==> config.mk <==
export PLATFORM = sky130hd
export DESIGN_NAME = pipe_ctrl_flat
export DESIGN_NICKNAME = d
export VERILOG_FILES = /design/src/rtl/pipe_ctrl_if.sv /design/src/rtl/pipe_ctrl.sv /design/src/flat_wrapper.sv
export SDC_FILE = /design/constraint.sdc
export NUM_CORES = 1
export LEC_CHECK = 0
export ABC_AREA = 1
export CAP_MARGIN = 20
export CELL_PAD_IN_SITES_DETAIL_PLACEMENT = 1
export CELL_PAD_IN_SITES_GLOBAL_PLACEMENT = 1
export CORE_ASPECT_RATIO = 1.2
export CORE_MARGIN = 2
export CORE_UTILIZATION = 17
export CTS_CLUSTER_SIZE = 12
export DETAILED_ROUTE_END_ITERATION = 8
export GPL_ROUTABILITY_DRIVEN = 0
export GPL_TIMING_DRIVEN = 0
export PLACE_DENSITY = 0.77
export SETUP_SLACK_MARGIN = 0.1
export SLEW_MARGIN = 40
export SYNTH_ARGS = -nofsm -noshare
export SYNTH_HDL_FRONTEND = slang
export SYNTH_SLANG_ARGS = --single-unit
==> constraint.sdc <==
create_clock -name clk -period 1.8 [get_ports clk]
set_input_delay 0.18 -clock clk [delete_from_list [all_inputs] [get_ports clk]]
set_output_delay 0.18 -clock clk [all_outputs]
set_load 0.03 [all_outputs]
==> src/rtl/pipe_ctrl_if.sv <==
// Purpose: hazard/jump/halt request inputs and hold/flush/redirect outputs of pipe_ctrl.
// Latency: pure wiring, no storage.
// Backpressure: none; hold_flag_o is the stall that pipe registers obey.
interface pipe_ctrl_if;
    logic        bus_hold_i;
    logic        ld_use_i;
    logic        div_busy_i;
    logic        mem_wait_i;
    logic        jump_req_i;
    logic [31:0] jump_addr_i;
    logic        halt_req_i;
    logic [2:0]  hold_flag_o;
    logic [2:0]  flush_flag_o;
    logic        jump_flag_o;
    logic [31:0] jump_addr_o;
    logic        halt_ack_o;
    logic        mem_err_o;

    modport master (
        output bus_hold_i, ld_use_i, div_busy_i, mem_wait_i,
        output jump_req_i, jump_addr_i, halt_req_i,
        input  hold_flag_o, flush_flag_o, jump_flag_o, jump_addr_o,
        input  halt_ack_o, mem_err_o
    );

    modport slave (
        input  bus_hold_i, ld_use_i, div_busy_i, mem_wait_i,
        input  jump_req_i, jump_addr_i, halt_req_i,
        output hold_flag_o, flush_flag_o, jump_flag_o, jump_addr_o,
        output halt_ack_o, mem_err_o
    );
endinterface

==> src/rtl/pipe_ctrl.sv <==
// Purpose: pipeline hold/flush arbiter with debug halt drain; PIPE_CTRL_MEM_TIMEOUT_EN adds mem-wait timeout.
// Latency: hold/flush/jump outputs combinational same cycle; halt_ack_o registered from FSM state.
// Backpressure: stalls are expressed as the max hold code; a suppressed jump is re-presented by EX.
module pipe_ctrl #(
    parameter int unsigned MEM_TIMEOUT  = 255,
    parameter int unsigned DRAIN_CYCLES = 4
) (
    input  logic       clk,
    input  logic       rst,
    pipe_ctrl_if.slave pc
);
    localparam logic [2:0] HOLD_NONE  = 3'd0;
    localparam logic [2:0] HOLD_PC    = 3'd1;
    localparam logic [2:0] HOLD_IF    = 3'd2;
    localparam logic [2:0] HOLD_ID    = 3'd3;
    localparam logic [2:0] HOLD_EX    = 3'd4;
    localparam logic [2:0] HOLD_MEM   = 3'd5;
    localparam logic [2:0] FLUSH_NONE = 3'd0;
    localparam logic [2:0] FLUSH_EX   = 3'd4;
    localparam logic [3:0] DRAIN_LOAD = 4'(DRAIN_CYCLES);

    typedef enum logic [1:0] {ST_RUN, ST_DRAIN, ST_HALTED} state_t;

    state_t     state_q;
    logic [3:0] drain_cnt_q;
    logic       halt_ack_q;
    logic       mem_req;
    logic       mem_err;
    logic [2:0] hold_code;
    logic       jump_ok;

`ifdef PIPE_CTRL_MEM_TIMEOUT_EN
    localparam logic [7:0] TMO_LAST = 8'(MEM_TIMEOUT - 1);

    logic [7:0] tmo_cnt_q;
    logic [7:0] tmo_cnt_d;

    // The abort fires in the MEM_TIMEOUT-th consecutive wait cycle, so the count compares against one less.
    always_comb begin
        mem_err = pc.mem_wait_i && (tmo_cnt_q == TMO_LAST);
        mem_req = pc.mem_wait_i && !mem_err;
        if (!pc.mem_wait_i || mem_err) begin
            tmo_cnt_d = 8'd0;
        end else if (tmo_cnt_q == 8'hFF) begin
            tmo_cnt_d = tmo_cnt_q;
        end else begin
            tmo_cnt_d = tmo_cnt_q + 8'd1;
        end
    end

    always_ff @(posedge clk or negedge rst) begin
        if (!rst) begin
            tmo_cnt_q <= 8'd0;
        end else begin
            tmo_cnt_q <= tmo_cnt_d;
        end
    end
`else
    localparam logic [7:0] TMO_CFG = 8'(MEM_TIMEOUT);

    logic unused_mem_timeout;
    assign unused_mem_timeout = ^TMO_CFG;
    assign mem_err = 1'b0;
    assign mem_req = pc.mem_wait_i;
`endif

    // Codes are ordered by stage, so a priority chain yields the numeric maximum.
    always_comb begin
        hold_code = HOLD_NONE;
        if (mem_req) begin
            hold_code = HOLD_MEM;
        end else if (pc.div_busy_i) begin
            hold_code = HOLD_EX;
        end else if (pc.ld_use_i) begin
            hold_code = HOLD_ID;
        end else if (state_q != ST_RUN) begin
            hold_code = HOLD_IF;
        end else if (pc.bus_hold_i) begin
            hold_code = HOLD_PC;
        end
        jump_ok = pc.jump_req_i && (hold_code < HOLD_EX);
    end

    assign pc.hold_flag_o  = rst ? hold_code : HOLD_NONE;
    assign pc.flush_flag_o = (rst && jump_ok) ? FLUSH_EX : FLUSH_NONE;
    assign pc.jump_flag_o  = rst && jump_ok;
    assign pc.jump_addr_o  = (rst && jump_ok) ? pc.jump_addr_i : 32'd0;
    assign pc.halt_ack_o   = halt_ack_q;
    assign pc.mem_err_o    = rst && mem_err;

    always_ff @(posedge clk or negedge rst) begin
        if (!rst) begin
            state_q     <= ST_RUN;
            drain_cnt_q <= 4'd0;
            halt_ack_q  <= 1'b0;
        end else begin
            case (state_q)
                ST_RUN: begin
                    if (pc.halt_req_i) begin
                        state_q     <= ST_DRAIN;
                        drain_cnt_q <= DRAIN_LOAD;
                    end
                end
                ST_DRAIN: begin
                    if (!pc.halt_req_i) begin
                        state_q     <= ST_RUN;
                        drain_cnt_q <= 4'd0;
                    end else if (jump_ok) begin
                        // A redirect refills the front end, so draining starts over.
                        drain_cnt_q <= DRAIN_LOAD;
                    end else if (hold_code == HOLD_IF) begin
                        if (drain_cnt_q == 4'd1) begin
                            state_q     <= ST_HALTED;
                            drain_cnt_q <= 4'd0;
                            halt_ack_q  <= 1'b1;
                        end else begin
                            drain_cnt_q <= drain_cnt_q - 4'd1;
                        end
                    end
                end
                ST_HALTED: begin
                    if (!pc.halt_req_i) begin
                        state_q    <= ST_RUN;
                        halt_ack_q <= 1'b0;
                    end
                end
                default: begin
                    state_q     <= ST_RUN;
                    drain_cnt_q <= 4'd0;
                    halt_ack_q  <= 1'b0;
                end
            endcase
        end
    end
endmodule

==> src/flat_wrapper.sv <==
// flat-port wrapper written by rule: the top's interface ports become plain ports
module pipe_ctrl_flat 
#(
    parameter int unsigned MEM_TIMEOUT  = 255,
    parameter int unsigned DRAIN_CYCLES = 4
)
  (clk, rst, pc_bus_hold_i, pc_ld_use_i, pc_div_busy_i, pc_mem_wait_i, pc_jump_req_i, pc_jump_addr_i, pc_halt_req_i, pc_hold_flag_o, pc_flush_flag_o, pc_jump_flag_o, pc_jump_addr_o, pc_halt_ack_o, pc_mem_err_o);
  pipe_ctrl_if pc_i ();
  input  logic clk;
  input  logic rst;
  input wire logic [$bits(pc_i.bus_hold_i)-1:0] pc_bus_hold_i;
  input wire logic [$bits(pc_i.ld_use_i)-1:0] pc_ld_use_i;
  input wire logic [$bits(pc_i.div_busy_i)-1:0] pc_div_busy_i;
  input wire logic [$bits(pc_i.mem_wait_i)-1:0] pc_mem_wait_i;
  input wire logic [$bits(pc_i.jump_req_i)-1:0] pc_jump_req_i;
  input wire logic [$bits(pc_i.jump_addr_i)-1:0] pc_jump_addr_i;
  input wire logic [$bits(pc_i.halt_req_i)-1:0] pc_halt_req_i;
  output wire logic [$bits(pc_i.hold_flag_o)-1:0] pc_hold_flag_o;
  output wire logic [$bits(pc_i.flush_flag_o)-1:0] pc_flush_flag_o;
  output wire logic [$bits(pc_i.jump_flag_o)-1:0] pc_jump_flag_o;
  output wire logic [$bits(pc_i.jump_addr_o)-1:0] pc_jump_addr_o;
  output wire logic [$bits(pc_i.halt_ack_o)-1:0] pc_halt_ack_o;
  output wire logic [$bits(pc_i.mem_err_o)-1:0] pc_mem_err_o;
  assign pc_i.bus_hold_i = pc_bus_hold_i;
  assign pc_i.ld_use_i = pc_ld_use_i;
  assign pc_i.div_busy_i = pc_div_busy_i;
  assign pc_i.mem_wait_i = pc_mem_wait_i;
  assign pc_i.jump_req_i = pc_jump_req_i;
  assign pc_i.jump_addr_i = pc_jump_addr_i;
  assign pc_i.halt_req_i = pc_halt_req_i;
  assign pc_hold_flag_o = pc_i.hold_flag_o;
  assign pc_flush_flag_o = pc_i.flush_flag_o;
  assign pc_jump_flag_o = pc_i.jump_flag_o;
  assign pc_jump_addr_o = pc_i.jump_addr_o;
  assign pc_halt_ack_o = pc_i.halt_ack_o;
  assign pc_mem_err_o = pc_i.mem_err_o;
  pipe_ctrl #(.MEM_TIMEOUT(MEM_TIMEOUT), .DRAIN_CYCLES(DRAIN_CYCLES)) u_core (.clk(clk), .rst(rst), .pc(pc_i));
endmodule
==> key figures, run 1 <==
Detailed routing
  – Final ANT Viol Nets: 0
  – DRC viols: 0
  – Vias per cell: 3.90
  – WL final: 3130 µm
  – Vias: 1132
  – First DRT Iteration DRCs: 27
  – Drt pass-1 iters: 4
  – Mean routed wirelength per cell: 10.8 µm

CTS
  – Worst-Skew Late Latency: 220 ps
  – Clk buf depth: 2
  – CTS tree: yes
  – Root buf cell: clkbuf_8
  – Htree depth: 1
  – CTS Buf Count: 3
  – Clock Pin Slew Worst Setup and Hold Paths: 40 ps
  – Clk sinks: 7

Power and ir drop
  – Clock network fraction of design power: 0.277
  – Internal power: 0.000506 W
  – VDD IR max: 0.429 mV
  – Comb pwr share: 0.459
  – Register share of total power: 0.265
  – Sw Ratio: 0.360
  – Pwr Total: 0.000790 W
  – Switch Pwr: 0.000284 W
  – LEAKAGE: 0.970 nW
  – Power per cell area: 493 mW/mm²

Setup path
  – Critical Path Source Type: input pin
  – Reg-to-reg endpoint: u_core.pc.halt_ack_o
  – Critical path required time: 1620 ps
  – R2R depth: 7
  – WP data arrival: 1420 ps
  – Worst reg2reg path startpoint: u_core.drain_cnt_q[1]
  – WS Path Type: input pin to output port
  – Worst Setup EP: pc_jump_addr_o[4]
  – Worst Setup SP: pc_jump_req_i
  – Reg2Reg Setup Slack: 360 ps
  – Critical path peak fanout: 5
  – Critical path endpoint category: output port

Finish
  – Fin cells: 290
  – Filler Cell Count: 631
  – Diodes inserted: 0
  – Final design utilization: 0.346
  – Fraction of layout cells with a size suffix above 1: 0.246
  – Area grow syn2layout: 94.4%
  – Finished Cell Area: 0.00160 mm²
  – Post-layout nets: 275

Run
  – Maxcap violations: 0

Yosys
  – Post-synthesis sequential area ratio: 0.212
  – Number of synthesized flops with an enable pin: 0
  – Synthesized instance count: 147
  – Mapped cell area: 825 µm²
  – Ys flop type: dfrtp_1
  – Synth unique cells: 22
  – Synth async-reset ratio: 1.00
  – Syn Area/Cell: 5.61 µm²
  – YS warnings: 0
  – #FFs+latches synth: 7

Place
  – Area after DPL: 0.00168 mm²
  – Dpl cells: 284
  – Port Buffer Count: 77
  – Detailed placer's ending HPWL: 2680 µm

Timing
  – Worst Skew: 0.271 ps
  – Fin. max-slew vios: 0
  – Hold slack: 506 ps
  – Minimum clock period: 1600 ps
  – F_max: 0.624 GHz
  – Hold Violations, Final: 0
  – RSZ-0062 raised after global routing: false
  – # setup viols final: 0
  – Final Cycle Share: 0.891

Global route
  – Largest net degree at the start of global routing: 11
  – Vias in the first global route: 1085
  – Tot GR Track Use: 0.113
  – Global-route wire length before repair: 4860 µm
  – Total gr overflow: 0
  – Initial antenna violation count: 0

Floorplanning
  – Die area: 0.00543 mm²
  – I/O pin count: 81
  – Num rows: 27
  – Die W: 67.6 µm
  – Die Ht: 80.3 µm
  – Starting Density: 0.178
  – Core Region: 0.00463 mm²

Hold path
  – Worst min path class: input pin to asynchronous set/reset pin

Run status
  – Outcome: completed
kinds of logic (layout without fill, tap and decap cells):
| kind of cell | after synthesis | in the layout | share of synthesized area |
|---|---|---|---|
| buf+inv | 53 | 136 | 0.287 |
| simple gates | 73 | 73 | 0.388 |
| flops | 7 | 7 | 0.212 |
| other cells | 1 | 3 | 0.00455 |
| compound gates | 11 | 11 | 0.0774 |
| fa+ha+maj | 2 | 2 | 0.0303 |
flip-flops by register name, indices dropped and copies added, names as in the netlist:
signal                cells
u_core.drain_cnt_q        4
u_core.pc.halt_ack_o      1
u_core.state_q            2
area by class of cell:
cell class                 instances  area, µm²  share of cell area
multi-input combinational         89        443               0.276
timing repair buffer              79        631               0.393
buffer                             7       63.8              0.0398
sequential                         7        175               0.109
clock buffer                       4       45.0              0.0281
tap                               58       72.6              0.0453
inverter                          46        173               0.108
metrics by stage:
| stage | worst slack [ps] | TNS (ps) |
|---|---|---|
| finish | 196 | 0 |
| global route | 118 | 0 |
| CTS | 114 | 0 |
| detailed placement | -760 | -23880 |
| global placement | -708 | -22310 |
| floorplan | 176 | 0 |
repair_timing:
action                                 CTS  global route
setup endpoints to repair               37             8
resized for setup                      165            12
endpoints found under the hold margin    7             0
hold buffers                             1             0
buffers inserted                         1             0
pin swaps                                1             0
power groups by stage:
stage               logic [W]  clock network [W]  registers [W]
finish               0.000362           0.000218       0.000209
floorplan            0.000209                  0       0.000207
detailed placement   0.000373                  0       0.000211
CTS                  0.000367           0.000226       0.000209
global placement     0.000363                  0       0.000209
global route         0.000409           0.000240       0.000213
worst max-delay path, stage by stage:
cell             delay, ps
clkdlybuf4s50_1        510
nand2_4                 80
nor2_4                 110
inv_2                   80
nor2_1                  80
clkdlybuf4s15_1        370
metal layers:
metal	track usage	vias up	share of wire
li1	-	583	-
met1	0.118	499	0.38
met2	0.222	50	0.51
met3	0.0266	0	0.11
met4	0.0245	0	0
met5	0	-	0
cell usage in the layout, fill, tap and decap left out, drive strengths merged:
master	n
inv	46
nor2	44
buf	39
clkdlybuf4s50	38
nand2	15
nand3	9
dfrtp	7
o21ai	6
dlygate4sd2	5
clkbuf	5
a21oi	3
conb	3
nand4	2
ha	2
nor3	2
a21boi	2
clkdlybuf4s15	2
or2	1
dlygate4sd3	1
synthesized netlist by cell type (3+ instances only):
library cell	number	area share
inv_2	3	0.014
a21oi_1	3	0.018
buf_6	3	0.041
nor2_1	40	0.18
nand2_1	13	0.059
dfrtp_1	7	0.21
inv_1	43	0.20
o21ai_0	4	0.024
nand3_1	9	0.055
buf_4	4	0.036
worst min-delay path by stage:
stage                         start               endpoint  slack, ps  depth (start not counted)
6_report                        rst      u_core.state_q[0]        510                          2
5_1_grt                         rst  u_core.drain_cnt_q[3]        550                          2
4_1_cts        u_core.pc.halt_ack_o   u_core.pc.halt_ack_o        510                          2
3_5_place_dp   u_core.pc.halt_ack_o   u_core.pc.halt_ack_o        490                          2
3_3_place_gp                    rst      u_core.state_q[0]        490                          1
2_1_floorplan                   rst  u_core.drain_cnt_q[0]       -120                          0
Power figures use the tool's default switching activity.
==> run 2: changes to the inputs <==
Settings changed: ABC_AREA 1 to 0, CORE_UTILIZATION 17 to 18, PLACE_DENSITY 0.77 to 0.79, SKIP_CTS_REPAIR_TIMING set to 1.
==> run 2 against run 1 <==
Synthesized cell count shrank 35%. Critical endpoint is now pc_hold_flag_o[0]. Worst setup slack gained 14 ps. Via count shrank 9.2%. Die area shrank 12%. Core utilization grew 4.2 points.
==> key figures, run 2 <==
Run status
  – Outcome: completed

Yosys
  – Synth Area in Compound Gates: 0.138 (+0.0608)
  – Synth unique cells: 34 (+55%)
  – Post-synthesis sequential area ratio: 0.230 (+0.0178)
  – Number of synthesized flops with an enable pin: 0 (unchanged)
  – Synth top area cells: and2_1 (26%), dfrtp_1 (23%), buf_4 (3.9%)
  – Synth async-reset ratio: 1.00 (unchanged)
  – Adder-cell share of the synthesized area: 0.0329 (+0.00255)
  – Post-synth top area share: 0.263 (+0.0507)
  – Synth cell count leaders: and2_1 (32), dfrtp_1 (7), nor2_1 (6)
  – Largest family of logic cells by synthesized area: simple AND/OR/NAND/NOR gates
  – Syn Area/Cell: 8.01 µm² (+43%)
  – YS warnings: 0 (unchanged)
  – Multiplexer share of the synthesized area: 0.0197 (+0.0197)
  – XOR/XNOR share of the synthesized area: 0 (unchanged)
  – Ys flop type: dfrtp_1
  – Synthesized instance count: 95 (-35%)
  – Count leader, synth: and2_1
  – Area leader, netlist: and2_1
  – Synth Area in Simple Gates: 0.505 (+0.116)
  – #FFs+latches synth: 7 (unchanged)
  – Mapped cell area: 761 µm² (-7.7%)

Timing
  – # setup viols final: 0 (unchanged)
  – Final Cycle Share: 0.883 (-0.00764)
  – F_max: 0.629 GHz (+0.87%)
  – Minimum clock period: 1590 ps (-13.8 ps)
  – Hold Violations, Final: 0 (unchanged)
  – Setup ws final: 210 ps (+13.8 ps)
  – Worst Skew: 3.94 ps (+3.67 ps)
  – Hold slack: 392 ps (-114 ps)
  – RSZ-0062 raised after global routing: false
  – Setup_tns: 0 ps (unchanged)
  – Fin. max-slew vios: 0 (unchanged)

Detailed routing
  – Vias per cell: 4.36 (+12%)
  – Mean routed wirelength per cell: 14.5 µm (+34%)
  – Final ANT Viol Nets: 0 (unchanged)
  – WL final: 3420 µm (+9.4%)
  – DRC viols: 0 (unchanged)
  – Drt pass-1 iters: 4 (unchanged)
  – First DRT Iteration DRCs: 21 (-22%)
  – Vias: 1028 (-9.2%)

Finish
  – Diodes inserted: 0 (unchanged)
  – Fraction of layout cells with a size suffix above 1: 0.286 (+0.0400)
  – Top reg by flops: u_core.drain_cnt_q
  – Commonest non-fill, non-tap cells in the layout: clkdlybuf4s50_1 (37), and2_1 (32), clkbuf_2 (32), dlymetal6s2s_1 (8)
  – Largest register FFs: 4 (unchanged)
  – Filler Cell Count: 525 (-17%)
  – Most common cell after layout, fill and taps aside: clkdlybuf4s50_1
  – Fin cells: 236 (-19%)
  – Post-layout nets: 225 (-18%)
  – Area grow syn2layout: 104%

Global route
  – Largest net degree at the start of global routing: 12 (+1)
  – Tot GR Track Use: 0.136 (+0.0229)
  – Total gr overflow: 0 (unchanged)
  – Global-route wire length before repair: 5020 µm (+3.3%)
  – GR Util met1: 0.154 (+0.0358)
  – Vias in the first global route: 1003 (-7.6%)
  – Met3 usage: 0.0239 (-0.00269)
  – Initial antenna violation count: 0 (unchanged)
  – Top Usage Layer GRT: met2
  – Met2 Resource Use GR: 0.251 (+0.0299)

CTS
  – CTS Buf Count: 3 (unchanged)
  – Clk sinks: 7 (unchanged)
  – Clock Pin Slew Worst Setup and Hold Paths: 50 ps (about the same)
  – Htree depth: 1 (unchanged)
  – Clk buf depth: 2 (unchanged)
  – CTS tree: yes
  – Worst-Skew Late Latency: 240 ps (+20 ps)
  – Root buf cell: clkbuf_8

Setup path
  – Largest stage delay, worst path: 500 ps (about the same)
  – R2R depth: 6 (-1)
  – Critical path's most frequent cell: nor2_1
  – Critical Path Source Type: flop
  – Critical path peak fanout: 8 (+3)
  – Top delay family on crit path: flip-flops
  – Crit path cell chain: nor2_1, a21oi_1, nor2_1, o21a_1, clkbuf_2
  – WP depth: 5 (-1)
  – WP data arrival: 1410 ps (about the same)
  – WS Path Type: flop to output port
  – Critical path's slowest cell: dfrtp_1
  – Reg2Reg Setup Slack: 320 ps (-40 ps)
  – Worst reg2reg path startpoint: u_core.drain_cnt_q[1]
  – Buffers & Inverters on Critical Path: 1 (-2)
  – Critical path required time: 1620 ps (about the same)
  – Critical path endpoint category: output port
  – Reg-to-reg endpoint: u_core.pc.halt_ack_o

Power and ir drop
  – Internal power: 0.000455 W (-10%)
  – Comb pwr share: 0.374 (-0.085)
  – Sw Ratio: 0.316 (-0.0439)
  – LEAKAGE: 0.852 nW (-12%)
  – Register share of total power: 0.267 (+0.002)
  – Power per cell area: 427 mW/mm² (-13%)
  – VDD IR max: 0.376 mV (-12%)
  – Switch Pwr: 0.000210 W (-26%)
  – Pwr Total: 0.000665 W (-16%)
  – Clock network fraction of design power: 0.359 (+0.082)

Floorplanning
  – Core Region: 0.00400 mm² (-13%)
  – Die W: 63.3 µm (-6.3%)
  – Die area: 0.00476 mm² (-12%)
  – Starting Density: 0.190 (+0.0118)
  – Die Ht: 75.2 µm (-6.3%)
  – Num rows: 25 (-7.4%)
  – I/O pin count: 81 (unchanged)

Hold path
  – Hold EP: u_core.drain_cnt_q[2]
  – Worst min path class: input pin to flop
  – Hold_sp: pc_jump_req_i
  – Hold depth: 3

Place
  – Detailed placer's ending HPWL: 2690 µm (+0.30%)
  – Dpl cells: 228 (-20%)
  – Setup slack at placement: -765 ps (-5.38 ps)
  – Port Buffer Count: 77 (unchanged)

Run
  – Maxcap violations: 0 (unchanged)
run 2: layer usage:
metal,up-vias,part of all wire
li1,483,-
met1,483,0.40
met2,58,0.51
met3,4,0.075
met4,0,0.013
met5,-,0
run 2: how the worst max path moves through the flow:
| stage | from | end |
|---|---|---|
| 4_1_cts | rst | pc_jump_addr_o[13] |
| 3_5_place_dp | rst | pc_jump_addr_o[13] |
| 2_1_floorplan | pc_div_busy_i | pc_jump_addr_o[13] |
| 5_1_grt | u_core.state_q[0] | pc_hold_flag_o[0] |
| 6_report | u_core.state_q[0] | pc_hold_flag_o[0] |
| 3_3_place_gp | rst | pc_jump_addr_o[27] |
run 2: final cells by class:
class	instances	area [µm²]	share of cell area
Multi-Input combinational cell	81	544	0.350
Buffer	7	50.0	0.0322
Inverter	2	7.51	0.00483
Tap cell	54	67.6	0.0434
Timing Repair Buffer	81	666	0.428
Sequential cell	7	175	0.113
Clock buffer	4	45.0	0.0290
run 2: cells by family (layout without fill, tap and decap cells):
family | Yosys count | count (layout)
adders and majority gates | 2 | 2
and+or+nand+nor | 60 | 60
DFF | 7 | 7
AOI/OAI and AO/OA | 15 | 15
buffers and inverters | 9 | 94
muxes | 1 | 1
other | 1 | 3
run 2: per-stage QoR:
stage                     area [µm²]   util
after floorplan                  768      -
after global placement          1610  0.401
after detailed placement        1610  0.401
after CTS                       1650  0.413
after global routing            1560  0.388
final                           1560  0.388
run 2: worst min-delay path, cell delays in order:
cell	delay, ps
dlymetal6s2s_1	200
o211ai_1	140
nand3_1	70
run 2: power groups by stage:
stage | Combinational (W) | Sequential (W) | Clock (W)
6_report | 0.000249 | 0.000178 | 0.000238
2_1_floorplan | 0.000110 | 0.000178 | 0
5_1_grt | 0.000268 | 0.000179 | 0.000252
4_1_cts | 0.000255 | 0.000177 | 0.000237
3_5_place_dp | 0.000254 | 0.000180 | 0
3_3_place_gp | 0.000246 | 0.000179 | 0
==> run 3: changes to the inputs <==
Settings changed: CTS_BUF_LIST set to sky130_fd_sc_hd__clkbuf_8.
==> run 3 against run 2 <==
Cell count stayed put. Sequential power hardly changed. Die area stayed put. Clock power is 2% lower. Total power is 0.82% lower. Largest cell class unchanged. Combinational power hardly changed. Highest routed layer unchanged.
==> key figures, run 3 (same netlist as run 2, synthesis figures left out) <==
Global route
  – Largest net degree at the start of global routing: 12 (unchanged)
  – GR Util met1: 0.154 (unchanged)
  – Vias in the first global route: 1003 (unchanged)
  – Tot GR Track Use: 0.136 (unchanged)
  – Met2 Resource Use GR: 0.251 (unchanged)
  – Initial antenna violation count: 0 (unchanged)
  – Total gr overflow: 0 (unchanged)
  – Top Usage Layer GRT: met2
  – Met3 usage: 0.0239 (unchanged)
  – Global-route wire length before repair: 5020 µm (unchanged)

Finish
  – Area grow syn2layout: 104% (unchanged)
  – Commonest non-fill, non-tap cells in the layout: clkdlybuf4s50_1 (37), and2_1 (32), clkbuf_2 (32), dlymetal6s2s_1 (8)
  – Largest register FFs: 4 (unchanged)
  – Fraction of layout cells with a size suffix above 1: 0.286 (unchanged)
  – Final design utilization: 0.388 (unchanged)
  – Post-layout nets: 225 (unchanged)
  – Diodes inserted: 0 (unchanged)
  – Top reg by flops: u_core.drain_cnt_q
  – Most common cell after layout, fill and taps aside: clkdlybuf4s50_1

CTS
  – CTS Buf Count: 3 (unchanged)
  – Clk sinks: 7 (unchanged)
  – Root buf cell: clkbuf_8
  – Worst-Skew Late Latency: 240 ps (about the same)
  – Clk buf depth: 2 (unchanged)
  – CTS tree: yes
  – Clock Pin Slew Worst Setup and Hold Paths: 50 ps (about the same)
  – Htree depth: 1 (unchanged)

Setup path
  – Critical path peak fanout: 8 (unchanged)
  – Critical path's most frequent cell: nor2_1
  – Crit path cell chain: nor2_1, a21oi_1, nor2_1, o21a_1, clkbuf_2
  – R2R depth: 6 (unchanged)
  – Critical path required time: 1620 ps (about the same)
  – Worst reg2reg path startpoint: u_core.drain_cnt_q[1]
  – Worst Setup EP: pc_hold_flag_o[0]
  – Critical Path Source Type: flop
  – Top delay family on crit path: flip-flops
  – Reg-to-reg endpoint: u_core.pc.halt_ack_o
  – Reg2Reg Setup Slack: 320 ps (about the same)
  – Critical path's slowest cell: dfrtp_1
  – Buffers & Inverters on Critical Path: 1 (unchanged)
  – Largest stage delay, worst path: 500 ps (about the same)
  – WP depth: 5 (unchanged)
  – Critical path endpoint category: output port
  – WP data arrival: 1410 ps (about the same)
  – WS Path Type: flop to output port
  – Worst Setup SP: u_core.state_q[0]

Run
  – Maxcap violations: 0 (unchanged)

Run status
  – Outcome: completed

Detailed routing
  – First DRT Iteration DRCs: 21 (unchanged)
  – Drt pass-1 iters: 4 (unchanged)
  – Vias per cell: 4.35 (about the same)
  – WL final: 3420 µm (about the same)
  – Vias: 1027 (-0.097%)
  – DRC viols: 0 (unchanged)
  – Final ANT Viol Nets: 0 (unchanged)
  – Mean routed wirelength per cell: 14.5 µm (about the same)

Floorplanning
  – Num rows: 25 (unchanged)
  – Core Region: 0.00400 mm² (unchanged)
  – I/O pin count: 81 (unchanged)
  – Die W: 63.3 µm (unchanged)
  – Die area: 0.00476 mm² (unchanged)
  – Die Ht: 75.2 µm (unchanged)
  – Starting Density: 0.190 (unchanged)

Timing
  – Hold slack: 392 ps (+0.00300 ps)
  – Worst Skew: 3.09 ps (-0.851 ps)
  – Fin. max-slew vios: 0 (unchanged)
  – Final Cycle Share: 0.883 (about the same)
  – Minimum clock period: 1590 ps (-0.538 ps)
  – F_max: 0.629 GHz (about the same)
  – # setup viols final: 0 (unchanged)
  – RSZ-0062 raised after global routing: false
  – Hold Violations, Final: 0 (unchanged)

Power and ir drop
  – LEAKAGE: 0.856 nW (+0.49%)
  – Comb pwr share: 0.376 (+0.002)
  – Switch Pwr: 0.000210 W (+0.18%)
  – Sw Ratio: 0.319 (+0.00320)
  – VDD IR max: 0.375 mV (-0.21%)
  – Register share of total power: 0.270 (+0.003)
  – Clock network fraction of design power: 0.354 (-0.005)
  – Power per cell area: 424 mW/mm² (-0.82%)
  – Internal power: 0.000449 W (-1.3%)

Place
  – Port Buffer Count: 77 (unchanged)
  – Detailed placer's ending HPWL: 2690 µm (unchanged)

Hold path
  – Worst min path class: input pin to flop
-- run 3: changes by cell type in the layout (fill, tap and decap cells not counted) --
cell	previous run	this run
clkbuf_1	1	0
inv_1	2	3
-- run 3: worst min-delay path by stage --
stage / startpoint / cells past startpoint / end
floorplan: rst / 0 / u_core.drain_cnt_q[0]
CTS: rst / 1 / u_core.drain_cnt_q[0]
global placement: rst / 1 / u_core.drain_cnt_q[1]
detailed placement: rst / 1 / u_core.drain_cnt_q[1]
global route: pc_jump_req_i / 3 / u_core.drain_cnt_q[2]
finish: pc_jump_req_i / 3 / u_core.drain_cnt_q[2]
-- run 3: final cells by class --
type | instances | area (µm²)
Inverter | 2 | 7.51
Sequential cell | 7 | 175
Clock inverter | 1 | 3.75
Timing Repair Buffer | 81 | 666
Multi-Input combinational cell | 81 | 544
Buffer | 7 | 50.0
Tap cell | 54 | 67.6
Fill cell | 525 | 2450
Clock buffer | 3 | 41.3
-- run 3: metal layers --
metal | part of all wire | wire (µm) | up-vias
li1 | - | - | 482
met1 | 0.40 | 1380 | 479
met2 | 0.51 | 1740 | 62
met3 | 0.077 | 264 | 4
met4 | 0.013 | 44 | 0
met5 | 0 | 0 | -
-- run 3: per-stage QoR --
| step | worst slack (ps) | area [µm²] | setup TNS, ps | total power (W) | cells |
|---|---|---|---|---|---|
| after floorplan | 457 | 768 | 0 | 0.000288 | 97 |
| after detailed placement | -765 | 1610 | -24820 | 0.000433 | 228 |
| after global placement | -692 | 1610 | -22610 | 0.000425 | 228 |
| final | 211 | 1560 | 0 | 0.000659 | 236 |
| after global routing | 113 | 1560 | 0 | 0.000694 | 236 |
| after CTS | -772 | 1650 | -25020 | 0.000664 | 232 |
-- run 3: worst reg2reg max path: cells and delay by family (launching register included) --
family / cells / cell delay (ps)
and+or+nand+nor: 2 / 510
buffers and inverters: 1 / 100
DFF: 1 / 390
AOI/OAI and AO/OA: 2 / 240
adders and majority gates: 1 / 170
-- run 3: power groups by stage --
stage	Sequential, W	Clock [W]	Combinational, W
after floorplan	0.000178	0	0.000110
after global placement	0.000179	0	0.000246
after detailed placement	0.000180	0	0.000254
after CTS	0.000177	0.000231	0.000255
after global routing	0.000179	0.000247	0.000268
final	0.000178	0.000233	0.000248
